## config.mk

```make
export PLATFORM = sky130hd
export DESIGN_NAME = fifo_wr_arbiter
export DESIGN_NICKNAME = d
export VERILOG_FILES = /design/src/rtl/fifo_wr_arbiter.sv
export SDC_FILE = /design/constraint.sdc
export NUM_CORES = 1
export LEC_CHECK = 0
export CAP_MARGIN = 10
export CORE_MARGIN = 10
export CORE_UTILIZATION = 29
export DETAILED_ROUTE_END_ITERATION = 8
export PLACE_DENSITY = 0.82
export RECOVER_POWER = 50
export SETUP_SLACK_MARGIN = 0.05
export SYNTH_ARGS = -nofsm -noshare
export SYNTH_HDL_FRONTEND = slang
export SYNTH_SLANG_ARGS = --single-unit
export TNS_END_PERCENT = 10
```

## constraint.sdc

```tcl
create_clock -name clk -period 2.9 [get_ports clk]
set_input_delay 0.435 -clock clk [delete_from_list [all_inputs] [get_ports clk]]
set_output_delay 0.435 -clock clk [all_outputs]
set_load 0.02 [all_outputs]
```

## src/rtl/fifo_wr_arbiter.sv

```systemverilog
// fifo_wr_arbiter: round-robin, burst-bounded sharing of one FIFO write port with occupancy-tracked backpressure.
module fifo_wr_arbiter #(
  parameter int NREQ      = 4,
  parameter int DW        = 32,
  parameter int DEPTH     = 16,
  parameter int MAX_BURST = 4
) (
  input  logic                     clk,
  input  logic                     rst,
  input  logic [NREQ-1:0]          req,
  input  logic [NREQ-1:0]          last,
  input  logic [NREQ*DW-1:0]       data_in,
  output logic [NREQ-1:0]          gnt,
  output logic                     fifo_wr_en,
  output logic [DW-1:0]            fifo_wr_data,
  input  logic                     fifo_rd_en,
  input  logic                     fifo_empty,
  output logic [$clog2(DEPTH):0]   occupancy,
  output logic                     full,
  output logic [$clog2(NREQ)-1:0]  owner,
  output logic                     busy
);
  localparam int NW = $clog2(NREQ);
  localparam int OW = $clog2(DEPTH) + 1;
  localparam int BW = $clog2(MAX_BURST) + 1;
  localparam logic [OW-1:0] DEPTH_V = OW'(DEPTH);
  localparam logic [BW-1:0] LAST_CNT = BW'(MAX_BURST - 1);
  localparam logic [NW-1:0] LAST_REQ = NW'(NREQ - 1);
  typedef enum logic {IDLE, BURST} state_t;
  state_t state;
  logic [NW-1:0] rr_ptr, pick;
  logic [BW-1:0] burst_cnt;
  logic space, push, pop, done;
  assign busy         = state == BURST;
  assign full         = occupancy == DEPTH_V;
  assign space        = occupancy < DEPTH_V;
  assign pop          = fifo_rd_en & ~fifo_empty;
  assign push         = busy & req[owner] & space;
  assign fifo_wr_en   = push;
  assign gnt          = push ? NREQ'(1) << owner : '0;
  assign fifo_wr_data = data_in[owner*DW +: DW];
  assign done         = (push & (last[owner] | burst_cnt == LAST_CNT)) | ~req[owner];
  // Descending scan so the requester closest to rr_ptr overrides the others.
  always_comb begin
    pick = rr_ptr;
    for (int k = NREQ - 1; k >= 0; k--)
      if (req[(int'(rr_ptr) + k) % NREQ]) pick = NW'((int'(rr_ptr) + k) % NREQ);
  end
  always_ff @(posedge clk or negedge rst) begin
    if (!rst) begin
      state     <= IDLE;
      owner     <= '0;
      rr_ptr    <= '0;
      burst_cnt <= '0;
      occupancy <= '0;
    end else begin
      occupancy <= (push & ~pop) ? occupancy + 1'b1 :
                   (pop & ~push & |occupancy) ? occupancy - 1'b1 : occupancy;
      if (state == IDLE) begin
        if (|req) begin
          owner     <= pick;
          burst_cnt <= '0;
          state     <= BURST;
        end
      end else begin
        if (push) burst_cnt <= burst_cnt + 1'b1;
        if (done) begin
          rr_ptr <= (owner == LAST_REQ) ? '0 : owner + 1'b1;
          state  <= IDLE;
        end
      end
    end
  end
endmodule

```

======== Word-level counts from Yosys, hierarchy flattened ========
Index checks and enable logic that the tools add are counted.
Widths: inputs -> output; s select.
storage, ports and cells
  input bits .............................. 140
  register bits ........................... 13
  logic and storage cells ................. 80
  output and inout bits ................... 46
operators by class
  order comparisons ....................... 6
  equal/unequal tests ..................... 4
  reductions and logical operators ........ 10
  add/subtract/negate cells ............... 7
  shifts and indexed selects .............. 2
  bitwise operators ....................... 17
  mux-type cells .......................... 29
operator list
  operator             count
  $shiftx 128x8->32    1
  $bmux 1 s2           6
  $lt 3x4->1 const B   3
  $mux 1               12
  $mux 2               5
  $mux 5               2
  $mux 3               3
  $and 1x1->1          7
  $lt 2x3->1 const B   2
  $reduce_and 2->1     3
  $reduce_or 2->1      3
  $add 5x1->5 const B  1
  $eq 5x5->1 const B   1
  $lt 5x5->1 const B   1
  $not 1->1            5
  $reduce_or 5->1      1
  $sub 5x1->5 const B  1
  $add 2x1->2 const B  2
  $add 2x2->2 const B  2
  $mux 4               1
  $reduce_bool 2->1    2
  $reduce_or 4->1      1
  $shl 1x2->4 const A  1
  $add 3x1->3 const B  1
  other kinds (5)      8

======== Longest topological paths before layout ========
Gate-level depths: netlist of run 1.
  depth after elaboration ................. 10
  depth in mapped cells ................... 8
  gate-level depth less buffers ........... 7

======== Least setup slack after synthesis of run 1 ========
Ideal clock, no wire load.
  kind .................................... reg-to-reg
  from .................................... reg owner[0]
  to ...................................... reg occupancy[4]
  path slack .............................. 0.233 ns
  library setup time ...................... 0.129 ns
  stages on the path, launching flop included .. 9
  period minus slack after synthesis ...... 2.667 ns
  data arrival time ....................... 2.538 ns
  buffers on the path ..................... 1
  data required time ...................... 2.771 ns
  cell sequence ........................... dfrtp_1 buf_6 mux4_2 nand4_1 ha_1 a21o_1 a211oi_1 mux2i_1 o21ai_0
between the ends
  cells in the longest elaborated chain, start to end .. 8
  elaborated cells on any way between the ends .. 10
  those cells by class .................... 3 x mux; 6 x bitwise; 1 x reduce/logical
ends and longest elaborated chain
  element                         line  RTL
  start, declared                 20    output logic [$clog2(NREQ)-1:0] owner,
  start signal, assigned          61    owner <= pick;
  $bmux 1 s2 *                    38    assign push = busy & req[owner] & space;
  $mux 1 (implied by the code) *  38
  $and 1x1->1 * (2 in series)     38
  $not 1->1                       58    (pop & ~push & |occupancy) ? occupancy - 1'b1 : occupancy;
  $and 1x1->1 (2 in series)       58
  $reduce_bool 2->1 (no line)     -
  end signal, assigned            57    occupancy <= (push & ~pop) ? occupancy + 1'b1 :
  end, declared                   18    output logic [$clog2(DEPTH):0] occupancy,
Every way passes the cells marked *; elsewhere a longest branch is shown, timed or not. The select of a mux whose other input is x is not followed.
A chain may end at the register's enable or synchronous reset.

======== Final worst setup path of run 1 ========
  from .................................... in req[2]
  to ...................................... out gnt[1]
between the ends
  cells in the longest elaborated chain, start to end .. 5
ends and longest elaborated chain
  element                       line  RTL
  start, declared               10    input logic [NREQ-1:0] req,
  $bmux 1 s2                    38
  $mux 1 (implied by the code)  38
  $and 1x1->1 (2 in series)     38
  $mux 4                        40    assign gnt = push ? NREQ'(1) << owner : '0;
  end, declared                 13    output logic [NREQ-1:0] gnt,
Every way passes these cells. The select of a mux whose other input is x is not followed.

==> results of run 1 <==
[cells by family (layout without fill, tap and decap cells)]
family          after synthesis  after routing  share of synthesized area
compound gates               24             24                     0.0997
xor+xnor                      3              3                     0.0154
fa+ha+maj                    10             10                     0.0777
buf+inv                      15            208                     0.0389
flops                        13             13                      0.191
mux                          41             41                      0.502
simple gates                 26             26                     0.0755
[registers in the layout (all words and copies together), names as in the netlist]
name / flops
occupancy: 5
busy: 1
owner: 2
rr_ptr: 2
burst_cnt: 3
[metal layers]
layer | share of wire | up-vias | wire length [um]
li1 | - | 932 | -
met1 | 0.35 | 999 | 3540
met2 | 0.54 | 128 | 5390
met3 | 0.084 | 17 | 844
met4 | 0.029 | 0 | 287
met5 | 0 | - | 0
[timing repair]
item / CTS / global route
endpoints found under the setup margin: 5 / 5
gates resized for setup: 1 / 1
hold buffers: 0 / 0
[how the worst min path moves through the flow]
| stage | from | to | depth (start not counted) | slack [ns] |
|---|---|---|---|---|
| 4_1_cts | burst_cnt[2] | burst_cnt[2] | 2 | 0.53 |
| 2_1_floorplan | rst | burst_cnt[0] | 0 | 0.14 |
| 6_report | burst_cnt[2] | burst_cnt[2] | 2 | 0.53 |
| 5_1_grt | burst_cnt[2] | burst_cnt[2] | 2 | 0.56 |
| 3_3_place_gp | burst_cnt[2] | burst_cnt[2] | 2 | 0.52 |
| 3_5_place_dp | burst_cnt[2] | burst_cnt[2] | 2 | 0.53 |
[power groups by stage]
stage	Combinational, mW	Clock [mW]	Sequential, mW
floorplan	1.44	0	0.425
global placement	2.53	0	0.383
detailed placement	2.55	0	0.389
CTS	2.56	0.165	0.387
global route	2.66	0.176	0.404
finish	2.48	0.166	0.388
[tightest hold or removal path, cell delays in order, from the launching register on]
cell and delay, ns:
dfrtp_1 0.38, nand2_1 0.06, mux2i_1 0.05
[Yosys cell counts, drive strengths merged]
master   n  share of area
and2     5          0.018
clkbuf   2         0.0044
o32ai    1         0.0051
o21ai    8          0.023
nand4    2         0.0073
dfrtp   13           0.19
nand2    9          0.020
o22ai    1         0.0037
buf      6          0.019
nor2     5          0.011
a211oi   2         0.0088
o41ai    1         0.0051
inv      7          0.015
fa       1          0.012
o211ai   2          0.017
or4      1         0.0044
a21oi    3         0.0088
nor4     1         0.0037
a211o    1         0.0051
xnor2    1         0.0051
mux2     5          0.040
a21o     3          0.013
mux4    34           0.45
mux2i    2          0.012
a22o     1         0.0051
ha       9          0.066
nand2b   1         0.0037
nor2b    2         0.0073
xor2     2          0.010
o21a     1         0.0044
[through the flow]
| stage | utilization | setup WS [ns] | area, um2 | std cells | power, mW |
|---|---|---|---|---|---|
| final | 0.664 | 0.124 | 3720 | 397 | 3.04 |
| after global routing | 0.664 | 0.0397 | 3720 | 397 | 3.24 |
| after CTS | 0.668 | 0.121 | 3750 | 397 | 3.12 |
| after detailed placement | 0.660 | 0.0254 | 3700 | 393 | 2.94 |
| after global placement | 0.660 | 0.0343 | 3700 | 393 | 2.91 |
| after floorplan | - | 0.233 | 1710 | 132 | 1.86 |
[layout make-up]
type / count / area share
Timing Repair Buffer: 197 / 0.518
Sequential cell: 13 / 0.0877
Multi-Input combinational cell: 104 / 0.351
Inverter: 7 / 0.00705
Clock buffer: 4 / 0.0121
Tap cell: 72 / 0.0242
==> flow_metrics.env, run 1 <==
export IMPL_outcome="finished clean"
export IMPL_required_ns=2.47
export IMPL_nets=476
export IMPL_synth_avg_cell_area_um2=12.9
export IMPL_p_clk_frac=0.054
export IMPL_seqCellArea_um2=327
export IMPL_intPower_mw=1.69
export IMPL_cts_buffers=3
export IMPL_final_hold_viol_count=0
export IMPL_cp_slowest_cell="mux4_2"
export IMPL_clock_insertion_delay_worst_skew_ns=0.24
export IMPL_drive_above_1_share=0.160
export IMPL_totalWireLength_um=10100
export IMPL_worst_path_most_repeated_cell="clkdlybuf4s50_1"
export IMPL_worst_setup_path_end_kind="output port"
export IMPL_fmax_ghz=0.360
export IMPL_path_max_fanout=6
export IMPL_routabilityCongestion=0.908
export IMPL_max_cap_violations=0
export IMPL_route_detailed_drc=0
export IMPL_ys_warn_count=0
export IMPL_antenna_found_initial=0
export IMPL_min_period_ns=2.78
export IMPL_max_stage_delay_ns=0.55
export IMPL_syn_num_nets=282
export IMPL_cts_max_path_buffers=2
export IMPL_cts_tree="yes"
export IMPL_slew_headroom=0.579
export IMPL_regToRegSetupSlack_ns=0.47
export IMPL_endpoint="gnt[1]"
export IMPL_use_met1=0.220
export IMPL_use_met3=0.0667
export IMPL_p_leak_nw=1.41
export IMPL_dp_hpwl_um=9000
export IMPL_tns_ns=0
export IMPL_die_w_um=96.7
export IMPL_wl_per_cell_um=25.3
export IMPL_yosys_cell_types_count=35
export IMPL_insertedDiodeCount=0
export IMPL_reg2reg_from="owner[0]"
export IMPL_holdWs_ns=0.526
export IMPL_critical_path_top_delay_family="buffers and inverters"
export IMPL_num_fill_cells=453
export IMPL_finalMaxSlewViolations=0
export IMPL_startpoint_type="primary input"
export IMPL_grt_ovfl_total=0
export IMPL_die_y_um=96.7
export IMPL_yosysSeqAreaShare=0.191
export IMPL_initial_core_util=0.304
export IMPL_criticalPathCategory="in -> out"
export IMPL_dieArea_mm2=0.00935
export IMPL_reg2reg_to="rr_ptr[0]"
export IMPL_area_growth_pct=118
export IMPL_worstPathArrival_ns=2.34
export IMPL_grt_pass1_vias=2109
export IMPL_portBuffers=185
export IMPL_crit_start="req[2]"
export IMPL_post_cts_buffers=0
export IMPL_multi_input_area_mm2=0.00131
export IMPL_synth_cells=132
export IMPL_drt_iter0_markers=103
export IMPL_vdd_drop_max_mv=0.491
export IMPL_path_cells="clkdlybuf4s50_1, mux4_2, nand2_1, nor2_4, and2_1, clkdlybuf4s50_1"
export IMPL_boundaryPins=186
export IMPL_htree_levels=1
export IMPL_tightest_slew_ns=0.626
export IMPL_syn_area_mm2=0.00171
export IMPL_fin_crit_sh=0.957
export IMPL_grt_util_met2=0.373
export IMPL_postRouteAntennaNets=0
export IMPL_rsz0062_at_grt="no"
export IMPL_power_switching_mw=1.34
export IMPL_layout_commonest_cell="clkdlybuf4s50_1"
export IMPL_ys_ff_latch=13
export IMPL_grt_usage=0.206
export IMPL_drt_pass1_iter_count=4
export IMPL_fin_worst_skew_ns=0.00225
export IMPL_power_density_mw_per_mm2=816
export IMPL_path_depth=6
export IMPL_top_usage_layer="met2"
export IMPL_core_region_area_mm2=0.00561
export IMPL_swShare=0.442
export IMPL_hold_path_class="reg -> reg"
export IMPL_clkSlewWorstSetupHoldPaths_ns=0.06
export IMPL_setup_viol=0
export IMPL_r2r_cells=5
export IMPL_rows=27
export IMPL_p_comb_frac=0.818
export IMPL_grt_max_degree=39
export IMPL_routed_via_density=5.23
export IMPL_root_buffer="clkbuf_8"
export IMPL_final_cell_mix="clkdlybuf4s50_1 (174), mux4_2 (33), dfrtp_1 (12), dlygate4sd3_1 (11)"
export IMPL_cts_sinks=13
export IMPL_grt_pass1_wl_um=15000
export IMPL_vias=2076
export IMPL_cp_num_buf_inv=2
export IMPL_pwr_share_seq=0.128
Power figures use the tool's default switching activity.
==> run 2: changes to the inputs <==
Settings changed: CORE_MARGIN 10 to 2.
==> flow_metrics.env, run 2 (same netlist as run 1, synthesis figures left out) <==
export IMPL_boundaryPins=186
export IMPL_fin_crit_sh=0.951
export IMPL_worst_setup_path_end_kind="output port"
export IMPL_fmax_ghz=0.363
export IMPL_drt_iter0_markers=60
export IMPL_multi_input_area_mm2=0.00131
export IMPL_cts_tree="yes"
export IMPL_drive_above_1_share=0.157
export IMPL_outcome="finished clean"
export IMPL_use_met1=0.279
export IMPL_grt_util_met2=0.474
export IMPL_die_w_um=80.7
export IMPL_insertedDiodeCount=0
export IMPL_path_cells="clkdlybuf4s50_1, mux4_2, nand2_1, nor2_2, and2_1, clkdlybuf4s50_1"
export IMPL_final_hold_viol_count=0
export IMPL_clkSlewWorstSetupHoldPaths_ns=0.05
export IMPL_final_instance_count_excl_fill=396
export IMPL_p_leak_nw=1.41
export IMPL_rsz0062_at_grt="no"
export IMPL_setup_viol=0
export IMPL_finalMaxSlewViolations=0
export IMPL_placed_cell_area_mm2=0.00370
export IMPL_area_growth_pct=119
export IMPL_die_y_um=80.7
export IMPL_grt_usage=0.248
export IMPL_tns_ns=0
export IMPL_path_max_fanout=6
export IMPL_max_stage_delay_ns=0.56
export IMPL_use_met3=0.0506
export IMPL_slew_headroom=0.596
export IMPL_hold_path_class="reg -> reg"
export IMPL_p_comb_frac=0.820
export IMPL_hold_depth=2
export IMPL_largest_reg_flops=5
export IMPL_clock_insertion_delay_worst_skew_ns=0.25
export IMPL_wl_per_cell_um=21.7
export IMPL_regMostFlops="occupancy"
export IMPL_route_detailed_drc=0
export IMPL_grt_pass1_vias=2064
export IMPL_reg_top3="occupancy x5, burst_cnt x3"
export IMPL_initial_core_util=0.304
export IMPL_startpoint_type="primary input"
export IMPL_power_density_mw_per_mm2=821
export IMPL_power_switching_mw=1.36
export IMPL_grt_max_degree=40
export IMPL_num_fill_cells=463
export IMPL_criticalPathCategory="in -> out"
export IMPL_totalWireLength_um=8600
export IMPL_dp_hpwl_um=7420
export IMPL_portBuffers=185
export IMPL_core_region_area_mm2=0.00561
export IMPL_postRouteAntennaNets=0
export IMPL_worst_path_most_repeated_cell="clkdlybuf4s50_1"
export IMPL_vdd_drop_max_mv=0.814
export IMPL_cts_max_path_buffers=2
export IMPL_required_ns=2.47
export IMPL_htree_levels=1
export IMPL_final_cell_mix="clkdlybuf4s50_1 (173), mux4_2 (33), dfrtp_1 (12), dlygate4sd3_1 (12)"
export IMPL_routed_via_density=5.12
export IMPL_vias=2028
export IMPL_post_cts_buffers=0
export IMPL_pwr_share_seq=0.126
export IMPL_r2r_cells=8
export IMPL_root_buffer="clkbuf_8"
export IMPL_top_usage_layer="met2"
export IMPL_p_clk_frac=0.054
export IMPL_cts_sinks=13
export IMPL_fin_area_mm2=0.00374
export IMPL_drt_pass1_iter_count=5
export IMPL_max_cap_violations=0
export IMPL_grt_ovfl_total=0
export IMPL_cts_buffers=3
export IMPL_min_period_ns=2.76
export IMPL_rows=27
export IMPL_layout_commonest_cell="clkdlybuf4s50_1"
export IMPL_grt_pass1_wl_um=11700
export IMPL_worstPathArrival_ns=2.32
export IMPL_cp_slowest_cell="mux4_2"
export IMPL_intPower_mw=1.70
export IMPL_seqCellArea_um2=327
export IMPL_tightest_slew_ns=0.605
export IMPL_dieArea_mm2=0.00651
export IMPL_nets=475
export IMPL_antenna_found_initial=0
export IMPL_routabilityCongestion=0.900
export IMPL_swShare=0.445
export IMPL_dp_cells=392
export IMPL_fin_worst_skew_ns=0.00805
-- run 2: path summary, 6_finish.rpt --
| kind | start | end | slack [ns] |
|---|---|---|---|
| min in group asynchronous | rst | occupancy[1] | 0.63 |
| max in group asynchronous | rst | owner[0] | 1.83 |
| worst max-delay path | req[3] | gnt[0] | 0.14 |
| worst min-delay path | burst_cnt[2] | burst_cnt[2] | 0.53 |
| worst max register to register | owner[0] | occupancy[3] | 0.44 |
| worst min register to register | burst_cnt[2] | burst_cnt[2] | 0.53 |
-- run 2: cell type report --
| type | count | area share |
|---|---|---|
| Inverter | 7 | 0.00703 |
| Timing Repair Buffer | 196 | 0.518 |
| Tap cell | 72 | 0.0241 |
| Multi-Input combinational cell | 104 | 0.352 |
| Clock buffer | 4 | 0.0121 |
| Sequential cell | 13 | 0.0874 |
-- run 2: through the flow --
step	power [mW]	util	hold WS, ns	setup WS, ns
final	3.07	0.666	0.535	0.142
after global routing	3.25	0.666	0.558	0.0724
after CTS	3.16	0.669	0.538	0.0672
after detailed placement	2.98	0.661	0.531	0.0269
after global placement	2.94	0.661	0.513	0.122
after floorplan	1.86	-	0.139	0.233
-- run 2: timing repair --
item,in CTS,in global routing
hold buffers,0,0
resized for setup,0,1
setup endpoints to repair,0,4
-- run 2: worst max-delay path, delay by kind of cell --
kind	cells	cell delay [ns]
buffers and inverters	2	0.96
AND/OR/NAND/NOR	3	0.37
multiplexers	1	0.56
-- run 2: metal layers --
metal | up-vias | wire length (um)
met5 | - | 0
met4 | 0 | 138
met3 | 8 | 620
met2 | 92 | 4830
met1 | 1000 | 3010
li1 | 928 | -
-- run 2: power groups by stage --
| stage | combinational, mW | clock, mW | sequential, mW |
|---|---|---|---|
| after floorplan | 1.44 | 0 | 0.425 |
| after global placement | 2.56 | 0 | 0.380 |
| after detailed placement | 2.59 | 0 | 0.388 |
| after CTS | 2.60 | 0.169 | 0.384 |
| after global routing | 2.67 | 0.174 | 0.401 |
| final | 2.52 | 0.167 | 0.386 |
